## config.mk

```make
export PLATFORM = sky130hd
export DESIGN_NAME = mc_control_fsm
export DESIGN_NICKNAME = d
export VERILOG_FILES = /design/src/rtl/mc_control_fsm.sv
export SDC_FILE = /design/constraint.sdc
export NUM_CORES = 1
export LEC_CHECK = 0
export ABC_AREA = 1
export BUFFER_PORTS_ARGS = -buffer_cell sky130_fd_sc_hd__buf_2
export CAP_MARGIN = 20
export CORE_MARGIN = 10
export CORE_UTILIZATION = 36
export CTS_CLUSTER_SIZE = 24
export DETAILED_ROUTE_END_ITERATION = 16
export GPL_TIMING_DRIVEN = 1
export PLACE_DENSITY = 0.71
export SETUP_SLACK_MARGIN = 0.3
export SYNTH_ARGS = -nofsm -noshare
export SYNTH_HDL_FRONTEND = slang
export SYNTH_SLANG_ARGS = --single-unit
```

## constraint.sdc

```tcl
create_clock -name clk -period 1 [get_ports clk]
set_input_delay 0.2 -clock clk [delete_from_list [all_inputs] [get_ports clk]]
set_output_delay 0.2 -clock clk [all_outputs]
set_load 0.01 [all_outputs]
```

## src/rtl/mc_control_fsm.sv

```systemverilog
// rtl/mc_control_fsm.sv - multicycle MIPS main control sequencer (optional addi path: MC_ADDI_EN)
module mc_control_fsm (
  input  logic       clk,
  input  logic       rst_n,
  input  logic [5:0] opcode,
  input  logic       mem_ready,
  output logic       pc_write,
  output logic       pc_write_cond,
  output logic       i_or_d,
  output logic       mem_read,
  output logic       mem_write,
  output logic       ir_write,
  output logic       reg_dst,
  output logic       mem_to_reg,
  output logic       reg_write,
  output logic       alu_src_a,
  output logic [1:0] alu_src_b,
  output logic [1:0] alu_op,
  output logic [1:0] pc_source,
  output logic [3:0] state,
  output logic       illegal_op,
  output logic       instr_done
);

  localparam logic [5:0] OP_RTYPE = 6'b000000;
  localparam logic [5:0] OP_LW    = 6'b100011;
  localparam logic [5:0] OP_SW    = 6'b101011;
  localparam logic [5:0] OP_BEQ   = 6'b000100;
  localparam logic [5:0] OP_J     = 6'b000010;
`ifdef MC_ADDI_EN
  localparam logic [5:0] OP_ADDI  = 6'b001000;
`endif

  typedef enum logic [3:0] {
    S_IDLE      = 4'd0,
    S_FETCH     = 4'd1,
    S_DECODE    = 4'd2,
    S_MEM_ADDR  = 4'd3,
    S_MEM_READ  = 4'd4,
    S_MEM_WB    = 4'd5,
    S_MEM_WRITE = 4'd6,
    S_EXECUTE   = 4'd7,
    S_R_WB      = 4'd8,
    S_BRANCH    = 4'd9,
    S_JUMP      = 4'd10
`ifdef MC_ADDI_EN
    , S_ADDI_EXEC = 4'd11,
    S_ADDI_WB   = 4'd12
`endif
  } state_t;

  state_t st;

  assign state = st;

  always_ff @(posedge clk) begin
    if (!rst_n) begin
      st         <= S_IDLE;
      illegal_op <= 1'b0;
    end else begin
      illegal_op <= 1'b0;
      case (st)
        S_IDLE:      st <= S_FETCH;
        S_FETCH:     if (mem_ready) st <= S_DECODE;
        S_DECODE: begin
          case (opcode)
            OP_LW, OP_SW: st <= S_MEM_ADDR;
            OP_RTYPE:     st <= S_EXECUTE;
            OP_BEQ:       st <= S_BRANCH;
            OP_J:         st <= S_JUMP;
`ifdef MC_ADDI_EN
            OP_ADDI:      st <= S_ADDI_EXEC;
`endif
            default: begin
              st         <= S_FETCH;
              illegal_op <= 1'b1;
            end
          endcase
        end
        S_MEM_ADDR:  st <= (opcode == OP_LW) ? S_MEM_READ : S_MEM_WRITE;
        S_MEM_READ:  if (mem_ready) st <= S_MEM_WB;
        S_MEM_WB:    st <= S_FETCH;
        S_MEM_WRITE: if (mem_ready) st <= S_FETCH;
        S_EXECUTE:   st <= S_R_WB;
        S_R_WB:      st <= S_FETCH;
        S_BRANCH:    st <= S_FETCH;
        S_JUMP:      st <= S_FETCH;
`ifdef MC_ADDI_EN
        S_ADDI_EXEC: st <= S_ADDI_WB;
        S_ADDI_WB:   st <= S_FETCH;
`endif
        // unreachable encodings recover through IDLE
        default:     st <= S_IDLE;
      endcase
    end
  end

  always_comb begin
    pc_write      = 1'b0;
    pc_write_cond = 1'b0;
    i_or_d        = 1'b0;
    mem_read      = 1'b0;
    mem_write     = 1'b0;
    ir_write      = 1'b0;
    reg_dst       = 1'b0;
    mem_to_reg    = 1'b0;
    reg_write     = 1'b0;
    alu_src_a     = 1'b0;
    alu_src_b     = 2'b00;
    alu_op        = 2'b00;
    pc_source     = 2'b00;
    instr_done    = 1'b0;
    case (st)
      S_FETCH: begin
        mem_read  = 1'b1;
        alu_src_b = 2'b01;
        ir_write  = mem_ready;
        pc_write  = mem_ready;
      end
      S_DECODE:    alu_src_b = 2'b11;
      S_MEM_ADDR: begin
        alu_src_a = 1'b1;
        alu_src_b = 2'b10;
      end
      S_MEM_READ: begin
        mem_read = 1'b1;
        i_or_d   = 1'b1;
      end
      S_MEM_WB: begin
        reg_write  = 1'b1;
        mem_to_reg = 1'b1;
        instr_done = 1'b1;
      end
      S_MEM_WRITE: begin
        mem_write  = 1'b1;
        i_or_d     = 1'b1;
        instr_done = mem_ready;
      end
      S_EXECUTE: begin
        alu_src_a = 1'b1;
        alu_op    = 2'b10;
      end
      S_R_WB: begin
        reg_write  = 1'b1;
        reg_dst    = 1'b1;
        instr_done = 1'b1;
      end
      S_BRANCH: begin
        alu_src_a     = 1'b1;
        alu_op        = 2'b01;
        pc_write_cond = 1'b1;
        pc_source     = 2'b01;
        instr_done    = 1'b1;
      end
      S_JUMP: begin
        pc_write   = 1'b1;
        pc_source  = 2'b10;
        instr_done = 1'b1;
      end
`ifdef MC_ADDI_EN
      S_ADDI_EXEC: begin
        alu_src_a = 1'b1;
        alu_src_b = 2'b10;
      end
      S_ADDI_WB: begin
        reg_write  = 1'b1;
        instr_done = 1'b1;
      end
`endif
      default: ;
    endcase
  end

endmodule

```

==> out/qor.yml <==
crit_slowest_cell: "sky130_fd_sc_hd__dfxtp_4"
ios: 31
synthesized_instance_count: 84
drt_iter0_drc: 53
ctsHoldBuffers: 0
worst-path-max-fanout: 4
syn2layout_area_growth_pct: 151
drt-pass1-iter-count: 4
mappedNetlistArea_sq_um: 497
syn-num-nets: 93
cts.htree.levels: 1
static_leakage_power_nw: 0.598
std_cell_rows: 13
critical_path.most_common_cell: "sky130_fd_sc_hd__nor2_4"
hp-start: "rst_n"
peakVddDrop_uv: 1820
finalSetupViolations: 24
grt_start_max_net_pins: 6
cts_inserted_buffers: 3
status: "finished, violations left"
io_buffer_count: 30
finalWeightedCongestion: 0.820
clock_insertion_delay_worst_skew_ns: 0.24
fin_crit_ns: 1.53
preCtsSetupSlack_ns: -0.243
holdCritPathClass: "input port to flip-flop"
synth.ff_latch_count: 5
worst_ep_required_time_ns: 0.80
clock_sink_count: 5
cp-start-kind: "flip-flop"
dpl_cell_area_sq_um: 945
chipHeight_um: 57.1
crit_buf_inv: 4
timing.critical_path.cells: "inv_6, nor2_4, inv_4, buf_12, nor2_4, buf_6"
drt_drc_violations_left: 0
gr-total-overflow: 0
yosysSeqAreaShare: 0.202
num_antenna_cells: 0
antenna_left: 0
tritoncts: "done"
rsz0062_at_grt: "yes"
timing.slew.headroom: 0.802
routedLengthMet1_mm: 1.21
tightestPinTransition_ns: 0.296
root_buffer: "sky130_fd_sc_hd__clkbuf_4"
finClkSkew_ns: 0.0108
die-width_um: 57.1
total_power_mw: 2.65
max_clock_freq_mhz: 655
timing.final.crit_share: 1.53
layout.filler_cells: 31
antenna_found_initial: 0
reg_to_reg_start: "state[0]"
num-nets-final: 157
synthesis.area_per_instance_sq_um: 5.91
setup_ws_ns: -0.527
vias: 926
start_util: 0.382
violations: "setup timing"
viasPerCell: 5.72
hpwlAfterDp_mm: 1.59
crit_path_capture_type: "primary output"
arrival_ns: 1.33
maxCapViolations: 0
die-area_sq_um: 3270
global_route_wire_length_before_repair_mm: 4.48
drive_gt1_frac: 0.687
max_root_sink_buffers: 2
report.final.slew_viol_count: 0
slowest_delay_ns: 0.41
top_signal_layer_used: "met4"
dr_wl_met3_um: 278
synth.distinct_cells: 20
yosysWarningCount: 0
global_route_usage_sum: 0.164
grt_pass1_vias: 906
core_sq_um: 1300
cellPowerDensity_nw_per_um2: 2130
detail_route.wirelength_mm: 3.36
path_delay_family: "flip-flops"
worstSetupPathType: "flip-flop to primary output"
routedWlPerCell_um: 20.7
design_area_sq_um: 1240
clkTransAtPathRegs_ns: 0.04
timing.critical_path.from: "state[3]"
dr_wl_met2_mm: 1.64
hold_viol: 0
-- cell usage in the layout, fill, tap and decap left out, drive strengths merged --
cell type	netlist	layout
a221o	1	1
o21ai	4	4
clkbuf	0	4
a21oi	6	6
nor2	25	25
inv	14	14
dfxtp	5	5
nand3	5	5
or2	1	1
buf	2	61
o22ai	3	3
nand2	15	15
nand4	3	3
-- Yosys cell counts (all sizes together) --
| cell type | n | area share |
|---|---|---|
| o22ai | 3 | 0.038 |
| nand3 | 5 | 0.050 |
| o21ai | 4 | 0.063 |
| nor2 | 25 | 0.25 |
| a21oi | 6 | 0.060 |
| dfxtp | 5 | 0.20 |
| nand2 | 15 | 0.12 |
| buf | 2 | 0.030 |
| a221o | 1 | 0.020 |
| or2 | 1 | 0.013 |
| nand4 | 3 | 0.038 |
| inv | 14 | 0.11 |
-- final cells by class --
type | count | area [sq um] | share of cell area
Timing Repair Buffer | 61 | 542 | 0.435
Multi-Input combinational cell | 63 | 469 | 0.377
Sequential cell | 5 | 116 | 0.0935
Inverter | 14 | 72.6 | 0.0583
Clock buffer | 4 | 26.3 | 0.0211
Tap cell | 15 | 18.8 | 0.0151
-- worst paths after layout --
kind | slack [ns] | cells after the start | end
min reg2reg | 0.74 | 4 | state[2]
max reg2reg | -0.47 | 11 | state[1]
max | -0.53 | 6 | alu_op[0]
min | 0.25 | 3 | illegal_op
-- sequential cells by signal (all words and copies together), names as in the netlist --
register / cells
illegal_op: 1
state: 4
-- worst register-to-register path, cell delays in order (launching register included) --
cell and delay, ns:
sky130_fd_sc_hd__dfxtp_4 0.38, sky130_fd_sc_hd__inv_4 0.06, sky130_fd_sc_hd__nor2_4 0.10, sky130_fd_sc_hd__inv_4 0.07, sky130_fd_sc_hd__nor2_8 0.14, sky130_fd_sc_hd__buf_4 0.13
sky130_fd_sc_hd__buf_6 0.10, sky130_fd_sc_hd__buf_6 0.09, sky130_fd_sc_hd__a21oi_2 0.03, sky130_fd_sc_hd__nand2_1 0.10, sky130_fd_sc_hd__nand2_1 0.06, sky130_fd_sc_hd__a21oi_1 0.14
-- power breakdown --
group | switching [mW] | total, mW | internal [mW]
sequential | 0.119 | 0.392 | 0.273
combinational | 1.07 | 2.03 | 0.957
clock | 0.0831 | 0.234 | 0.151
total | 1.27 | 2.65 | 1.38
-- logic make-up (layout without fill, tap and decap cells) --
group	count (synthesis)	in the layout	synth area share
AND/OR/NAND/NOR	49	49	0.476
buffers and inverters	16	79	0.141
AO/OA/AOI/OAI	14	14	0.181
flip-flops	5	5	0.202
-- per-layer routing --
metal  GRT usage  vias to the layer above
met5           0                        -
met4      0.0671                        0
met3      0.0664                       23
met2       0.282                       80
met1       0.174                      423
li1            -                      400
-- through the flow --
| stage | TNS, ns | std cells | hold slack, ns | util |
|---|---|---|---|---|
| 2_1_floorplan | -1.12 | 84 | 0.348 | - |
| 3_3_place_gp | -2.55 | 145 | 0.472 | 0.726 |
| 3_5_place_dp | -2.84 | 145 | 0.480 | 0.726 |
| 4_1_cts | -6.97 | 156 | 0.231 | 0.898 |
| 5_1_grt | -10.34 | 162 | 0.248 | 0.957 |
| 6_report | -9.11 | 162 | 0.252 | 0.957 |
-- what timing repair did --
action,CTS,global route
gates resized for setup,29,8
endpoints found under the setup margin,27,27
setup buffers,7,6
pin swaps,6,6
Power figures use the tool's default switching activity.
